==> src/rtl/pc_pkg.sv <==
// Shared types for the program-counter unit: the per-cycle action and its priority encoder.
package pc_pkg;

  typedef enum logic [2:0] {
    ACT_HOLD,
    ACT_INC,
    ACT_LD,
    ACT_CALL,
    ACT_RET,
    ACT_INTR
  } pc_act_e;

  // Exactly one action per cycle; lower-priority strobes are simply dropped.
  function automatic pc_act_e pick_act(input logic intr, input logic ret, input logic call,
                                       input logic ld, input logic inc);
    if (intr)      return ACT_INTR;
    else if (ret)  return ACT_RET;
    else if (call) return ACT_CALL;
    else if (ld)   return ACT_LD;
    else if (inc)  return ACT_INC;
    else           return ACT_HOLD;
  endfunction

endpackage

==> src/rtl/pc_stack_unit_if.sv <==
// Command strobes from the control unit and PC/stack status back to it.
interface pc_stack_unit_if #(
  parameter int ADDR_W = 10
);
  logic [ADDR_W-1:0] DIN;
  logic              PC_LD;
  logic              PC_INC;
  logic              CALL;
  logic              RET;
  logic              INTR;
  logic [ADDR_W-1:0] PC_COUNT;
  logic              STK_EMPTY;
  logic              STK_FULL;
  logic              STK_ERR;

  modport master (
    output DIN, PC_LD, PC_INC, CALL, RET, INTR,
    input  PC_COUNT, STK_EMPTY, STK_FULL, STK_ERR
  );

  modport slave (
    input  DIN, PC_LD, PC_INC, CALL, RET, INTR,
    output PC_COUNT, STK_EMPTY, STK_FULL, STK_ERR
  );
endinterface

==> src/rtl/pc_stack_unit_return_stack.sv <==
// Register-array LIFO for return addresses; a push is poppable on the very next cycle.
// Overflowing pushes and underflowing pops are dropped and reported as one-cycle pulses.
module return_stack #(
  parameter int WIDTH = 10,
  parameter int DEPTH = 8
) (
  input  logic             CLK,
  input  logic             RST,
  input  logic             push,
  input  logic             pop,
  input  logic [WIDTH-1:0] din,
  output logic [WIDTH-1:0] top,
  output logic             empty,
  output logic             full,
  output logic             ovf,
  output logic             unf
);
  localparam int CNT_W = $clog2(DEPTH + 1);
  localparam int PTR_W = $clog2(DEPTH);
  localparam logic [CNT_W-1:0] FULL_CNT = CNT_W'(DEPTH);

  logic [WIDTH-1:0] mem_q [DEPTH];
  logic [WIDTH-1:0] mem_d [DEPTH];
  logic [CNT_W-1:0] count_q, count_d;
  logic [CNT_W-1:0] top_idx;

  assign empty   = (count_q == '0);
  assign full    = (count_q == FULL_CNT);
  assign ovf     = push & full;
  assign unf     = pop & empty;
  assign top_idx = count_q - 1'b1;
  // Only meaningful when not empty; the caller guards on empty.
  assign top     = mem_q[top_idx[PTR_W-1:0]];

  always_comb begin
    mem_d   = mem_q;
    count_d = count_q;
    if (push && !full) begin
      mem_d[count_q[PTR_W-1:0]] = din;
      count_d                   = count_q + 1'b1;
    end else if (pop && !empty) begin
      count_d = count_q - 1'b1;
    end
  end

  always_ff @(posedge CLK) begin
    if (RST) count_q <= '0;
    else     count_q <= count_d;
    mem_q <= mem_d;
  end

endmodule

==> src/rtl/pc_stack_unit.sv <==
// Fetch-stage program counter with increment, load, call/return and interrupt vectoring.
// Return addresses are kept in an internal LIFO; STK_ERR latches any overflow or underflow.
module pc_stack_unit
  import pc_pkg::*;
#(
  parameter int ADDR_W      = 10,
  parameter int STACK_DEPTH = 8,
  parameter int RST_VEC     = 0,
  parameter int INTR_VEC    = 'h3FF
) (
  input logic            CLK,
  input logic            RST,
  pc_stack_unit_if.slave bus
);
  localparam logic [ADDR_W-1:0] RST_V  = ADDR_W'(RST_VEC);
  localparam logic [ADDR_W-1:0] INTR_V = ADDR_W'(INTR_VEC);

  pc_act_e           act;
  logic [ADDR_W-1:0] pc_q, pc_d, pc_inc, push_dat, stk_top;
  logic              err_q, err_d;
  logic              push, pop, empty, full, ovf, unf;

  assign act      = pick_act(bus.INTR, bus.RET, bus.CALL, bus.PC_LD, bus.PC_INC);
  assign pc_inc   = pc_q + 1'b1;
  assign push     = (act == ACT_CALL) || (act == ACT_INTR);
  assign pop      = (act == ACT_RET);
  // CALL returns past itself; INTR resumes the interrupted instruction.
  assign push_dat = (act == ACT_CALL) ? pc_inc : pc_q;

  return_stack #(
    .WIDTH(ADDR_W),
    .DEPTH(STACK_DEPTH)
  ) u_stack (
    .CLK  (CLK),
    .RST  (RST),
    .push (push),
    .pop  (pop),
    .din  (push_dat),
    .top  (stk_top),
    .empty(empty),
    .full (full),
    .ovf  (ovf),
    .unf  (unf)
  );

  always_comb begin
    pc_d = pc_q;
    unique case (act)
      ACT_INC:          pc_d = pc_inc;
      ACT_LD, ACT_CALL: pc_d = bus.DIN;
      ACT_INTR:         pc_d = INTR_V;
      ACT_RET:          if (!empty) pc_d = stk_top;
      default:          pc_d = pc_q;
    endcase
    err_d = err_q | ovf | unf;
  end

  always_ff @(posedge CLK) begin
    if (RST) begin
      pc_q  <= RST_V;
      err_q <= 1'b0;
    end else begin
      pc_q  <= pc_d;
      err_q <= err_d;
    end
  end

  assign bus.PC_COUNT  = pc_q;
  assign bus.STK_EMPTY = empty;
  assign bus.STK_FULL  = full;
  assign bus.STK_ERR   = err_q;

endmodule

==> src/flat_wrapper.sv <==
// flat-port wrapper written by rule: the top's interface ports become plain ports
module pc_stack_unit_flat import pc_pkg::*;
#(
  parameter int ADDR_W      = 10,
  parameter int STACK_DEPTH = 8,
  parameter int RST_VEC     = 0,
  parameter int INTR_VEC    = 'h3FF
)
  (CLK, RST, bus_DIN, bus_PC_LD, bus_PC_INC, bus_CALL, bus_RET, bus_INTR, bus_PC_COUNT, bus_STK_EMPTY, bus_STK_FULL, bus_STK_ERR);
  pc_stack_unit_if #(.ADDR_W(ADDR_W)) bus_i ();
  input logic CLK;
  input logic RST;
  input wire logic [$bits(bus_i.DIN)-1:0] bus_DIN;
  input wire logic [$bits(bus_i.PC_LD)-1:0] bus_PC_LD;
  input wire logic [$bits(bus_i.PC_INC)-1:0] bus_PC_INC;
  input wire logic [$bits(bus_i.CALL)-1:0] bus_CALL;
  input wire logic [$bits(bus_i.RET)-1:0] bus_RET;
  input wire logic [$bits(bus_i.INTR)-1:0] bus_INTR;
  output wire logic [$bits(bus_i.PC_COUNT)-1:0] bus_PC_COUNT;
  output wire logic [$bits(bus_i.STK_EMPTY)-1:0] bus_STK_EMPTY;
  output wire logic [$bits(bus_i.STK_FULL)-1:0] bus_STK_FULL;
  output wire logic [$bits(bus_i.STK_ERR)-1:0] bus_STK_ERR;
  assign bus_i.DIN = bus_DIN;
  assign bus_i.PC_LD = bus_PC_LD;
  assign bus_i.PC_INC = bus_PC_INC;
  assign bus_i.CALL = bus_CALL;
  assign bus_i.RET = bus_RET;
  assign bus_i.INTR = bus_INTR;
  assign bus_PC_COUNT = bus_i.PC_COUNT;
  assign bus_STK_EMPTY = bus_i.STK_EMPTY;
  assign bus_STK_FULL = bus_i.STK_FULL;
  assign bus_STK_ERR = bus_i.STK_ERR;
  pc_stack_unit #(.ADDR_W(ADDR_W), .STACK_DEPTH(STACK_DEPTH), .RST_VEC(RST_VEC), .INTR_VEC(INTR_VEC)) u_core (.CLK(CLK), .RST(RST), .bus(bus_i));
endmodule
==> config.mk <==
export PLATFORM = sky130hd
export DESIGN_NAME = pc_stack_unit_flat
export DESIGN_NICKNAME = d
export VERILOG_FILES = /design/src/rtl/pc_pkg.sv /design/src/rtl/pc_stack_unit_if.sv /design/src/rtl/pc_stack_unit_return_stack.sv /design/src/rtl/pc_stack_unit.sv /design/src/flat_wrapper.sv
export SDC_FILE = /design/constraint.sdc
export NUM_CORES = 1
export LEC_CHECK = 0
export CAP_MARGIN = 10
export CORE_MARGIN = 2
export CORE_UTILIZATION = 45
export CTS_CLUSTER_SIZE = 20
export DETAILED_ROUTE_END_ITERATION = 8
export HOLD_SLACK_MARGIN = 0.12
export PLACE_DENSITY_LB_ADDON = 0.3
export SETUP_SLACK_MARGIN = 0.05
export SLEW_MARGIN = 20
export SYNTH_ARGS = -nofsm -noshare
export SYNTH_HDL_FRONTEND = slang
export SYNTH_SLANG_ARGS = --single-unit
==> constraint.sdc <==
create_clock -name CLK -period 6.4 [get_ports CLK]
set_input_delay 1.92 -clock CLK [delete_from_list [all_inputs] [get_ports CLK]]
set_output_delay 1.92 -clock CLK [all_outputs]
set_load 0.03 [all_outputs]
-- Word level (Yosys, flattened, before mapping)
Cells that the tools add are included.
- register bits: 95
- output and inout bits: 13
- logic and storage cells: 57
- add/sub/neg operators: 3
- magnitude comparators: 3
- equal/unequal tests: 7
- muxes and demuxes: 16
- bitwise operators: 6
- reductions and logical operators: 11
- operators with widths (kind ; number):
    bitwise mux 80 bit ; 1
    2-to-1 mux 10 bit ; 5
    case mux 10 bit (4 select lines) ; 1
    binary-select mux 10 bit (select 3 bit) ; 1
    demux 10 bit (select 3 bit) ; 1
    2-to-1 mux 3 bit ; 4
    adder 10 x 1 -> 10 bit, second input constant ; 1
    greater-or-equal comparator 4 bit, second input constant ; 2
    2-to-1 mux 4 bit ; 2
    inverter 3 -> 4 bit ; 2
    equality test 3 x 2 -> 1 bit, second input constant ; 2
    equality test 3 bit, second input constant ; 2
    adder 4 x 1 -> 4 bit, second input constant ; 1
    equality test 4 bit, second input constant ; 1
    logical NOT 4 bit ; 1
    less-than comparator 4 x 1 -> 1 bit, second input constant ; 1
    nonzero test 4 bit ; 1
    subtractor 4 x 1 -> 4 bit, second input constant ; 1
    equality test 3 x 1 -> 1 bit, second input constant ; 1
    logical AND 1 bit ; 3
    AND 1 bit ; 2
    logical NOT 1 bit ; 2
    != test 2 bit, second input constant ; 1
    OR 1 bit ; 2
    5 further kinds ; 5

-- Depth between registers and ports, before layout
- depth in word-level cells: 10
- mapped depth: 11

-- By module
Synthesis repeated with hierarchy kept, for this count alone.
- cells, all modules: 307
- area total of the unflattened synthesis: 4494.3 um2
- modules (own cells, without submodules) (module ; times used ; cells an instance ; area an instance (um2)):
    return_stack ; 1 ; 174 ; 3475.8
    pc_stack_unit ; 1 ; 133 ; 1018.5

-- Least setup slack after synthesis
No wires, ideal clock.
- path type: input -> register
- start point: in bus_RET
- end point: reg u_core.u_stack.mem_q[70] (netlist bit), enable pin
- setup time: 0.404 ns
- data arrival time: 3.498 ns
- data required time: 5.996 ns
- path slack: 2.499 ns
- stages on the path: 4
- cells stage by stage: clkbuf_1 -> nor2b_1 -> o21ai_1 -> nor4_1
- cells in the longest elaborated chain, start to end: 5
- elaborated cells on any way between the ends: 6
- ends and longest elaborated chain (element ; line ; source):
    start: declaration ; flat_wrapper.sv:17 ; input wire logic [$bits(bus_i.RET)-1:0] bus_RET;
    2-to-1 mux 3 bit * ; pc_pkg.sv:17 ; else if (ret) return ACT_RET;
    2-to-1 mux 3 bit * ; pc_pkg.sv:16 ; if (intr) return ACT_INTR;
    equality test 3 x 2 -> 1 bit / equality test 3 bit (equally long branches) ; pc_stack_unit.sv:25 ; assign push = (act == ACT_CALL) || (act == ACT_INTR);
    logical OR 1 bit * ; pc_stack_unit.sv:25 ;
    logical AND 1 bit * ; pc_stack_unit_return_stack.sv:38 ; if (push && !full) begin
    end signal: assignment ; pc_stack_unit_return_stack.sv:49 ; mem_q <= mem_d;
    end: declaration ; pc_stack_unit_return_stack.sv:22 ; logic [WIDTH-1:0] mem_q [DEPTH];
Mark *: on every way between the ends. The rest lies on a longest branch, timed or not.
A chain may end at the register's enable or synchronous reset.

-- Worst setup path after layout
- start point: reg u_core.u_stack.count_q[0]
- end point: out bus_STK_EMPTY
- cells in the longest elaborated chain, start to end: 1
- ends and longest elaborated chain (element ; line ; source):
    start: declaration ; pc_stack_unit_return_stack.sv:24 ; logic [CNT_W-1:0] count_q, count_d;
    start signal: assignment ; pc_stack_unit_return_stack.sv:48 ; else count_q <= count_d;
    logical NOT 4 bit ; pc_stack_unit_return_stack.sv:27 ; assign empty = (count_q == '0);
    end: declaration ; flat_wrapper.sv:20 ; output wire logic [$bits(bus_i.STK_EMPTY)-1:0] bus_STK_EMPTY;
Every way passes these cells.

==> results.ini <==
[timing]
setup_viol = 0
max_freq_mhz = 212
setup_tns_ns = 0
finalMaxSlewViolations = 0
fin_crit_ns = 4.72
max-slew-margin-rel = 0.290
hold_viol_final = 0
fin_crit_sh = 0.738
rsz0062_at_grt = no
tightest_slew_ns = 1.06
fin_skew_ns = 0.0177

[placed_design]
hpwl_mm = 6.24
portBuffers = 29
gp_congestion = 0.826
placed_cell_area_um2 = 4690

[layout]
final_area_um2 = 4860
mostFrequentLayoutCells = edfxtp_1, clkdlybuf4s50_1, nand2_1, nor2_1, mux4_2
area_delta_synth_final_pct = 13.6
diodes = 0
drive_above_1_share = 0.124
fin_util = 0.526
layout_commonest_cell = edfxtp_1
nNetsFinal = 345

[synth]
synth_enable_flop_cells = 80
synth-seq-area-share = 0.632
netlist_area_um2 = 4280
syn-num-nets = 317
syn_inst = 297
ys_types = 44
yosysWarnings = 0
avgSynthCellArea_um2 = 14.4
ys_seq_elements = 95
dominantRegCellSynth = edfxtp_1
async_flop_share = 0

[detailed_routing]
post_drt_wl_per_cell_um = 21.0
drtIter0Drc = 156
routed_wirelength_mm = 9.63
via_count = 2669
drt-vias-per-instance = 5.81
first_pass_iters = 5
drcViolationCount = 0
drtAntennaViolNets = 0

[power_and_ir_drop]
p_seq_frac = 0.475
power_leakage_nw = 1.61
power_density_nw_per_um2 = 355
p_sw_frac = 0.332
ir_drop_mv = 0.131
power.share.clock = 0.201
power_frac_comb = 0.325
p_sw_w = 0.000573
p_int_w = 0.00115

[grt]
antenna_found_initial = 0
grt_overflow = 0
grt_use_total = 0.197
grt_max_degree = 26
grt_pass1_vias = 2481
grt_first_pass_wirelength_mm = 14.6

[worst_setup_path]
crit_slowest_cell = clkdlybuf4s50_1
crit_type = flop to output pin
cp_max_fo = 25
worstPathRequired_ns = 4.48
cp_data_arrival_time_ns = 2.80
reg2reg_depth = 8
critPathCaptureType = output pin
worstPathCellList = buf_4 -> inv_1 -> ha_1 -> or3b_2 -> inv_1 -> clkdlybuf4s50_1
cpPeakStageDelay_ns = 0.68
crit_top_cell = inv_1
critPathLaunchType = flop

[run]
cap_viol_max_count = 0

[cts]
root_buffer = clkbuf_8
cts_setup_buffers = 0
cts_buffers = 9
clockBufferDepth = 2
cts_tree = done
clkTransAtPathRegs_ns = 0.09
cts_hold_buf = 0
worstSkewPairLatency_ns = 0.36
cts.repair.resized = 0
cts.sinks = 95
h-tree-depth = 3

[min_path]
hold_path.class = flop to flop
whs_path_depth = 2

[status]
outcome = complete, no violations

[floorplan]
start_util = 0.463
fp.dieH_um = 101
std_cell_rows = 35
core_area_um2 = 9240
ios = 30
die_w_um = 101
dieArea_um2 = 10300

[flip-flops by register name (all words and copies together), names as in the netlist]
name                    flops
u_core.bus.STK_ERR          1
u_core.bus.PC_COUNT        10
u_core.u_stack.mem_q       80
u_core.u_stack.count_q      4
[power groups by stage]
stage / Combinational (W) / Clock [W] / Sequential [W]
5_1_grt: 0.000600 / 0.000375 / 0.000825
2_1_floorplan: 0.000387 / 0 / 0.000834
6_report: 0.000561 / 0.000346 / 0.000819
3_3_place_gp: 0.000560 / 0 / 0.000829
3_5_place_dp: 0.000566 / 0 / 0.000833
4_1_cts: 0.000566 / 0.000353 / 0.000819
[logic make-up (layout without fill, tap and decap cells)]
logic type                 after synthesis  count (layout)  synth area share
DFF                                     95              95             0.632
xor gates and xnor gates                14              14            0.0331
adders and majority gates                3               3           0.00878
buffers and inverters                   24              57            0.0255
AOI/OAI and AO/OA                       45              45            0.0699
muxes                                   32              32             0.138
and+or+nand+nor                         84              84            0.0931
[path summary, 6_finish.rpt]
check,start,endpoint,slack [ns]
min,u_core.bus.STK_ERR,u_core.bus.STK_ERR,0.49
max,u_core.u_stack.count_q[0],bus_STK_EMPTY,1.68
min reg2reg,u_core.bus.STK_ERR,u_core.bus.STK_ERR,0.49
max reg2reg,u_core.u_stack.count_q[0],u_core.bus.PC_COUNT[7],3.17
[final cells by class]
| cell class | instances | area (µm²) |
|---|---|---|
| sequential | 95 | 2700 |
| timing repair buffer | 35 | 335 |
| fill | 760 | 4380 |
| inverter | 6 | 22.5 |
| clock buffer | 10 | 128 |
| clock inverter | 6 | 37.5 |
| tap | 129 | 161 |
| multi-input combinational | 178 | 1470 |
[per-stage QoR]
step	total power, W	hold WS [ns]	std cells	setup WS (ns)
2_1_floorplan	0.00122	0.498	297	2.50
5_1_grt	0.00180	0.535	459	1.53
3_5_place_dp	0.00140	0.475	443	1.89
3_3_place_gp	0.00139	0.464	443	1.95
6_report	0.00173	0.492	459	1.68
4_1_cts	0.00174	0.495	459	1.65
[Yosys cell counts, types with 2 or more instances]
library cell	number	area [µm²]
edfxtp_1	80	2400
nand2_1	24	90.1
nor2_1	23	86.3
mux4_2	16	360
dfxtp_1	15	300
a21oi_1	13	65.1
nor3_1	12	60.1
clkbuf_1	10	37.5
mux2i_1	10	100
xnor2_1	10	87.6
a31oi_1	6	37.5
inv_1	6	22.5
o21ai_0	6	30.0
nand3_1	5	25.0
mux4_1	4	105
nor4_1	4	25.0
o221ai_1	4	35.0
and2_1	3	18.8
and3_1	3	18.8
buf_1	3	11.3
buf_2	3	15.0
ha_1	3	37.5
nand2b_1	3	18.8
o211a_1	3	30.0
xor2_1	3	26.3
a211oi_1	2	15.0
buf_6	2	22.5
mux2_2	2	22.5
nand3b_1	2	15.0
nor2b_1	2	12.5
o22ai_1	2	12.5
[worst max-delay path: cells and delay by family, from the launching register on]
family	cells	cell delay (ns)
adders and majority gates	1	0.33
DFF	1	0.31
buffers and inverters	4	1.23
and+or+nand+nor	1	0.57
[metal layers]
layer	GRT usage	share of wire
met2	0.307	0.47
met5	0	0
met4	0.0561	0.011
met1	0.290	0.45
met3	0.0304	0.063
(Power assumes the default switching activity.)
